--- src/rtl/kbd_port_pkg.sv ---
// Shared register map and STATUS/CTRL bit positions for the keyboard host port.
package kbd_port_pkg;

    typedef enum logic [1:0] {
        REG_DATA   = 2'd0,
        REG_STATUS = 2'd1,
        REG_COUNT  = 2'd2,
        REG_RSVD   = 2'd3
    } reg_addr_e;

    localparam int unsigned ST_AVAIL  = 0;
    localparam int unsigned ST_FULL   = 1;
    localparam int unsigned ST_OVF    = 2;
    localparam int unsigned ST_IRQ_EN = 3;
    localparam int unsigned ST_IRQ    = 7;

    localparam int unsigned CTRL_FLUSH   = 0;
    localparam int unsigned CTRL_CLR_OVF = 2;
    localparam int unsigned CTRL_IRQ_EN  = 3;

endpackage

--- src/rtl/sync_fifo.sv ---
// Byte FIFO with push/pop/flush; head byte is always visible on dout.
module sync_fifo #(
    parameter int unsigned DEPTH = 8
) (
    input  logic                       clk,
    input  logic                       reset_n,
    input  logic                       push,
    input  logic                       pop,
    input  logic                       flush,
    input  logic [7:0]                 din,
    output logic [7:0]                 dout,
    output logic [$clog2(DEPTH):0]     count,
    output logic                       full,
    output logic                       empty
);
    localparam int unsigned PW = $clog2(DEPTH);
    localparam int unsigned CW = PW + 1;

    logic [7:0]    mem_q [DEPTH];
    logic [7:0]    mem_d [DEPTH];
    logic [PW-1:0] wr_ptr_q, wr_ptr_d;
    logic [PW-1:0] rd_ptr_q, rd_ptr_d;
    logic [CW-1:0] count_q, count_d;
    logic          do_push, do_pop;

    assign full  = (count_q == CW'(DEPTH));
    assign empty = (count_q == '0);
    assign count = count_q;
    assign dout  = mem_q[rd_ptr_q];

    always_comb begin
        mem_d    = mem_q;
        wr_ptr_d = wr_ptr_q;
        rd_ptr_d = rd_ptr_q;
        count_d  = count_q;
        do_pop   = pop && !empty;
        // A push into a full FIFO still lands when the same edge pops a slot free.
        do_push  = push && (!full || do_pop);
        if (flush) begin
            wr_ptr_d = '0;
            rd_ptr_d = '0;
            count_d  = '0;
        end else begin
            if (do_push) begin
                mem_d[wr_ptr_q] = din;
                wr_ptr_d        = wr_ptr_q + PW'(1);
            end
            if (do_pop) begin
                rd_ptr_d = rd_ptr_q + PW'(1);
            end
            if (do_push && !do_pop) begin
                count_d = count_q + CW'(1);
            end else if (!do_push && do_pop) begin
                count_d = count_q - CW'(1);
            end
        end
    end

    always_ff @(posedge clk or negedge reset_n) begin
        if (!reset_n) begin
            wr_ptr_q <= '0;
            rd_ptr_q <= '0;
            count_q  <= '0;
        end else begin
            wr_ptr_q <= wr_ptr_d;
            rd_ptr_q <= rd_ptr_d;
            count_q  <= count_d;
        end
    end

    always_ff @(posedge clk) begin
        mem_q <= mem_d;
    end

endmodule

--- src/rtl/kbd_host_port.sv ---
// Keyboard byte receive port: FIFO buffering, CPU register interface and interrupt.
module kbd_host_port
    import kbd_port_pkg::*;
#(
    parameter int unsigned DEPTH = 8
) (
    input  logic       clk,
    input  logic       reset_n,
    input  logic [7:0] in_data,
    input  logic       in_valid,
    output logic       in_ready,
    input  logic       cs,
    input  logic       we,
    input  logic [1:0] addr,
    input  logic [7:0] wdata,
    output logic [7:0] rdata,
    output logic       irq_n
);
    localparam int unsigned CW = $clog2(DEPTH) + 1;

    logic [7:0]    head;
    logic [CW-1:0] count;
    logic          full, empty;
    logic          push, pop, flush, ctrl_wr, drop;
    logic          ovf_q, ovf_d;
    logic          irq_en_q, irq_en_d;
    logic          irq_n_q, irq_n_d;
    logic [7:0]    status;
    logic          unused_wdata;

    assign in_ready     = reset_n;
    assign push         = in_valid && in_ready;
    assign pop          = cs && !we && (addr == REG_DATA);
    assign ctrl_wr      = cs && we && (addr == REG_STATUS);
    assign flush        = ctrl_wr && wdata[CTRL_FLUSH];
    assign unused_wdata = ^{wdata[7:4], wdata[1]};
    // A flush swallows a concurrent push silently, so it never counts as a drop.
    assign drop         = push && full && !(pop && !empty) && !flush;

    sync_fifo #(
        .DEPTH(DEPTH)
    ) u_fifo (
        .clk    (clk),
        .reset_n(reset_n),
        .push   (push),
        .pop    (pop),
        .flush  (flush),
        .din    (in_data),
        .dout   (head),
        .count  (count),
        .full   (full),
        .empty  (empty)
    );

    always_comb begin
        ovf_d    = ovf_q;
        irq_en_d = irq_en_q;
        if (ctrl_wr) begin
            irq_en_d = wdata[CTRL_IRQ_EN];
            if (wdata[CTRL_CLR_OVF]) begin
                ovf_d = 1'b0;
            end
        end
        if (drop) begin
            ovf_d = 1'b1;
        end
        irq_n_d = !(irq_en_q && !empty);
    end

    always_ff @(posedge clk or negedge reset_n) begin
        if (!reset_n) begin
            ovf_q    <= 1'b0;
            irq_en_q <= 1'b0;
            irq_n_q  <= 1'b1;
        end else begin
            ovf_q    <= ovf_d;
            irq_en_q <= irq_en_d;
            irq_n_q  <= irq_n_d;
        end
    end

    assign irq_n = irq_n_q;

    always_comb begin
        status            = '0;
        status[ST_AVAIL]  = !empty;
        status[ST_FULL]   = full;
        status[ST_OVF]    = ovf_q;
        status[ST_IRQ_EN] = irq_en_q;
        status[ST_IRQ]    = irq_en_q && !empty;
        rdata             = '0;
        case (reg_addr_e'(addr))
            REG_DATA:   rdata = empty ? 8'h00 : head;
            REG_STATUS: rdata = status;
            REG_COUNT:  rdata = {{(8 - CW){1'b0}}, count};
            default:    rdata = '0;
        endcase
    end

endmodule

--- config.mk ---
export PLATFORM = sky130hd
export DESIGN_NAME = kbd_host_port
export DESIGN_NICKNAME = d
export VERILOG_FILES = /design/src/rtl/kbd_port_pkg.sv /design/src/rtl/sync_fifo.sv /design/src/rtl/kbd_host_port.sv
export SDC_FILE = /design/constraint.sdc
export NUM_CORES = 1
export LEC_CHECK = 0
export ABC_AREA = 1
export ABC_CLOCK_PERIOD_IN_PS = 2350
export BUFFER_PORTS_ARGS = -buffer_cell sky130_fd_sc_hd__buf_2
export CORE_ASPECT_RATIO = 0.6
export CORE_MARGIN = 2
export CORE_UTILIZATION = 40
export DETAILED_ROUTE_END_ITERATION = 8
export HOLD_SLACK_MARGIN = 0.03
export PLACE_DENSITY = 0.66
export SETUP_SLACK_MARGIN = 0.1
export SLEW_MARGIN = 5
export SYNTH_ARGS = -nofsm -noshare
export SYNTH_HDL_FRONTEND = slang
export SYNTH_SLANG_ARGS = --single-unit
--- constraint.sdc ---
create_clock -name clk -period 2.35 [get_ports clk]
set_clock_uncertainty 0.15 [all_clocks]
set_input_delay 0.1175 -clock clk [delete_from_list [all_inputs] [get_ports clk]]
set_output_delay 0.1175 -clock clk [all_outputs]
set_load 0.01 [all_outputs]
==> results by group <==
Power and ir drop
  – Tot Pwr: 0.00457 W
  – Power density over the cells: 1070 nW/um^2
  – Int Power: 0.00302 W
  – Sw Ratio: 33.9%
  – Clk pwr share: 28.9%
  – Max VDD drop: 0.401 mV
  – Switch Pwr: 0.00155 W
  – Static leakage: 1.70 nW
  – Combinational power share: 31.1%
  – Share of power burned in registers: 40.0%

Logic synthesis
  – Synth warn: 0
  – Share of Yosys cell area claimed by the top area cell type: 55.5%
  – Seq cells post-synth: 77
  – Synth top area cells: edfxtp_1, dfrtp_1, nor2_1
  – Mean Syn Cell Area: 10.7 sq um
  – Syn Inst Count: 322
  – Sequential share of the synthesized area: 65.0%
  – Yosys top cell by area: edfxtp_1
  – Post-Syn Nets: 350
  – Synthesized area: 3460 sq um
  – Cell variety after synth: 31

Clocking
  – CTS tree: done
  – Cts bufs inserted: 9
  – Worst-skew pair later-pin latency: 0.33 ns
  – CTS sink count: 77
  – H-Tree Depth: 3
  – Max Buffers Root-to-Sink: 2
  – Clock Pin Slew Worst Setup and Hold Paths: 0.05 ns
  – Clock Tree Root: clkbuf_16

Critical path
  – FF-to-FF path depth: 14
  – Most common cell on crit path: nand3_1
  – Crit-path cells: inv_1, o211ai_1, nand3_1, nand3_1, buf_2
  – Worst EP arrival: 1.83 ns
  – Crit-path max FO: 12
  – Crit-path leading delay family: flip-flops
  – Crit end category: primary output
  – CP max stage cell: dfrtp_1
  – Worst path max stage delay: 0.66 ns
  – Crit path buf inv count: 2
  – Worst setup path class: reg2out
  – Setup crit start kind: register
  – Reg-to-reg endpoint: u_fifo.count[3]$_DFFE_PN0P_
  – R2r setup slk: 0.27 ns
  – CP Data Required Time: 2.08 ns
  – R2r startpoint: u_fifo.count[3]$_DFFE_PN0P_

Placement
  – Placed cells: 466
  – GP Congestion: 0.886
  – Post-DP HPWL: 5210 microns
  – I/O Buffers: 27
  – DP Worst Slack: 0.211 ns

Min path
  – Hold path startpoint: wdata[0]
  – Hold path cells: 4
  – Tightest Hold Check Type: in2reg
  – Hold path endpoint: u_fifo.rd_ptr_q[0]$_DFFE_PN0P_

Layout
  – Commonest non-fill, non-tap cell in the layout: edfxtp_1
  – Antenna Cells: 0
  – Commonest non-fill, non-tap cells in the layout: edfxtp_1, nor2_1, nand2_1
  – Nets: 410
  – P&R area growth vs syn: 23.0%
  – Layout Utilization: 50.3%
  – Layout cells sized above 1: 20.9%
  – Final Non-Filler Cells: 499

Global route
  – GR Util met2: 23.5%
  – Met1 usage: 27.7%
  – Global route overflow: 0
  – First-pass GRT wire length: 12500 microns
  – Busiest grt layer: met1
  – Largest net degree at the start of global routing: 26
  – Vias in the first global route: 2335
  – Met3 usage: 6.51%
  – Tot GR Track Use: 18.1%
  – Initial antenna violation count: 0

Die
  – Initial Utilization: 40.9%
  – Die Span Y: 76.1 microns
  – Core Footprint: 8460 sq um
  – Chip Width: 124 microns
  – # rows: 26
  – # IOs: 33
  – DIE AREA: 9440 sq um

Route
  – DR iter-0 viols: 196
  – Pre-Repair DR Iteration Count: 5
  – Post-route ant nets: 0
  – DRC viols: 0
  – DR WL/cell: 15.8 microns
  – Total wire length: 7870 microns
  – Routed via count: 2547
  – Vias/cell: 5.10

Run status
  – Status: finished, final reports clean

Timing
  – Unrepaired setup endpoints after global routing: true
  – Setup TNS: 0 ns
  – Final hold violation count: 0
  – Final Worst Setup Slack: 0.257 ns
  – Final period utilization: 89.1%
  – Slew headroom: 65.3%
  – Slew Viols, Final: 0
  – Worst Tran Pin Value: 0.521 ns
  – Post-layout minimum cycle time: 2.09 ns
  – Highest Clock Rate: 0.478 GHz
  – Endpoints failing setup: 0

Run
  – Total of max-cap violations: 0
registers in the layout, indices dropped and copies added (netlist names):
| signal | count |
|---|---|
| u_fifo.count | 4 |
| ovf_q | 1 |
| u_fifo.mem_q | 64 |
| irq_n | 1 |
| u_fifo.wr_ptr_q | 3 |
| u_fifo.rd_ptr_q | 3 |
| irq_en_q | 1 |
worst reg2reg max path, stage by stage, from the launching register on:
cell and delay [ns]:
dfrtp_1 0.43, nor2_1 0.16, nand2_2 0.11, nand2_4 0.12, nand3_4 0.14, ha_4 0.32
nand3_1 0.09, nand3_1 0.08, nand2_1 0.05, nand2_1 0.07, inv_1 0.04, nand2_1 0.05
nand2_1 0.05, nand2_1 0.05, nand2_1 0.05
cells by family (layout without fill, tap and decap cells):
family          Yosys count  count (layout)  share of synthesized area [%]
simple gates            137             137                           17.5
flops                    77              77                           65.0
compound gates           63              63                           10.4
buf+inv                  38             103                           4.48
fa+ha+maj                 5               5                           2.02
xor+xnor                  1               1                          0.253
mux                       1               1                          0.325
cell type report:
cell class / instances / area [sq um]
fillers: 779 / 4200
flip-flops and latches: 77 / 2250
multi-input cells: 207 / 1070
repair buffers: 59 / 405
clock buffers: 11 / 233
well taps: 112 / 140
inverters: 28 / 105
clock inverters: 5 / 51.3
per-stage QoR:
step	area, sq um	hold slack, ns
6_report	4260	0.0819
3_5_place_dp	3800	-0.0506
3_3_place_gp	3800	-0.0574
2_1_floorplan	3460	-0.328
5_1_grt	4260	0.107
4_1_cts	4200	0.0708
power by group through the flow:
| stage | combinational [W] | sequential [W] | clock (W) |
|---|---|---|---|
| final | 0.00142 | 0.00182 | 0.00132 |
| after CTS | 0.00133 | 0.00182 | 0.00134 |
| after detailed placement | 0.00130 | 0.00185 | 0 |
| after global placement | 0.00129 | 0.00184 | 0 |
| after global routing | 0.00161 | 0.00184 | 0.00141 |
| after floorplan | 0.000948 | 0.00179 | 0 |
synth_stat cells:
library cell,count
inv_1,23
nor2_4,1
and2_1,1
dfrtp_1,12
buf_4,1
nand2_1,49
clkbuf_1,2
nand4_1,1
a21oi_1,4
o211ai_1,9
inv_2,5
dfstp_2,1
mux2_2,1
o21ai_0,41
nand2_2,4
nor2_2,2
nor2_1,56
nand3_4,1
nand2_4,1
nand3_1,20
o22ai_1,5
a21oi_4,1
a31oi_1,1
edfxtp_1,64
fa_1,1
ha_1,4
xnor2_1,1
clkbuf_2,1
nand4_4,1
buf_2,6
o31ai_1,2
worst max-delay path by stage:
stage | start | to | slack [ns] | cells after the start
after floorplan | u_fifo.count[0]$_DFFE_PN0P_ | u_fifo.count[3]$_DFFE_PN0P_ | 0.41 | 14
after global placement | u_fifo.count[3]$_DFFE_PN0P_ | u_fifo.count[3]$_DFFE_PN0P_ | 0.24 | 14
after detailed placement | u_fifo.count[3]$_DFFE_PN0P_ | u_fifo.count[3]$_DFFE_PN0P_ | 0.21 | 14
after CTS | u_fifo.count[3]$_DFFE_PN0P_ | u_fifo.count[3]$_DFFE_PN0P_ | 0.19 | 14
after global routing | u_fifo.count[2]$_DFFE_PN0P_ | u_fifo.count[3]$_DFFE_PN0P_ | 0.04 | 14
final | u_fifo.rd_ptr_q[2]$_DFFE_PN0P_ | rdata[1] | 0.26 | 5
layer usage:
metal  wire length [microns]  share of wire [%]
met1                    4130                 52
met2                    3170                 40
met3                     448                5.7
met4                     119                1.5
met5                       0                  0
timing repair:
item / 4_1_cts / 5_1_grt
hold endpoints to repair: 79 / 0
hold buffers: 12 / 0
pin swaps: 0 / 1
endpoints found under the setup margin: 2 / 4
resized for setup: 1 / 3
buffers inserted: 0 / 5
Note: power is estimated with default switching activity, not from simulation.
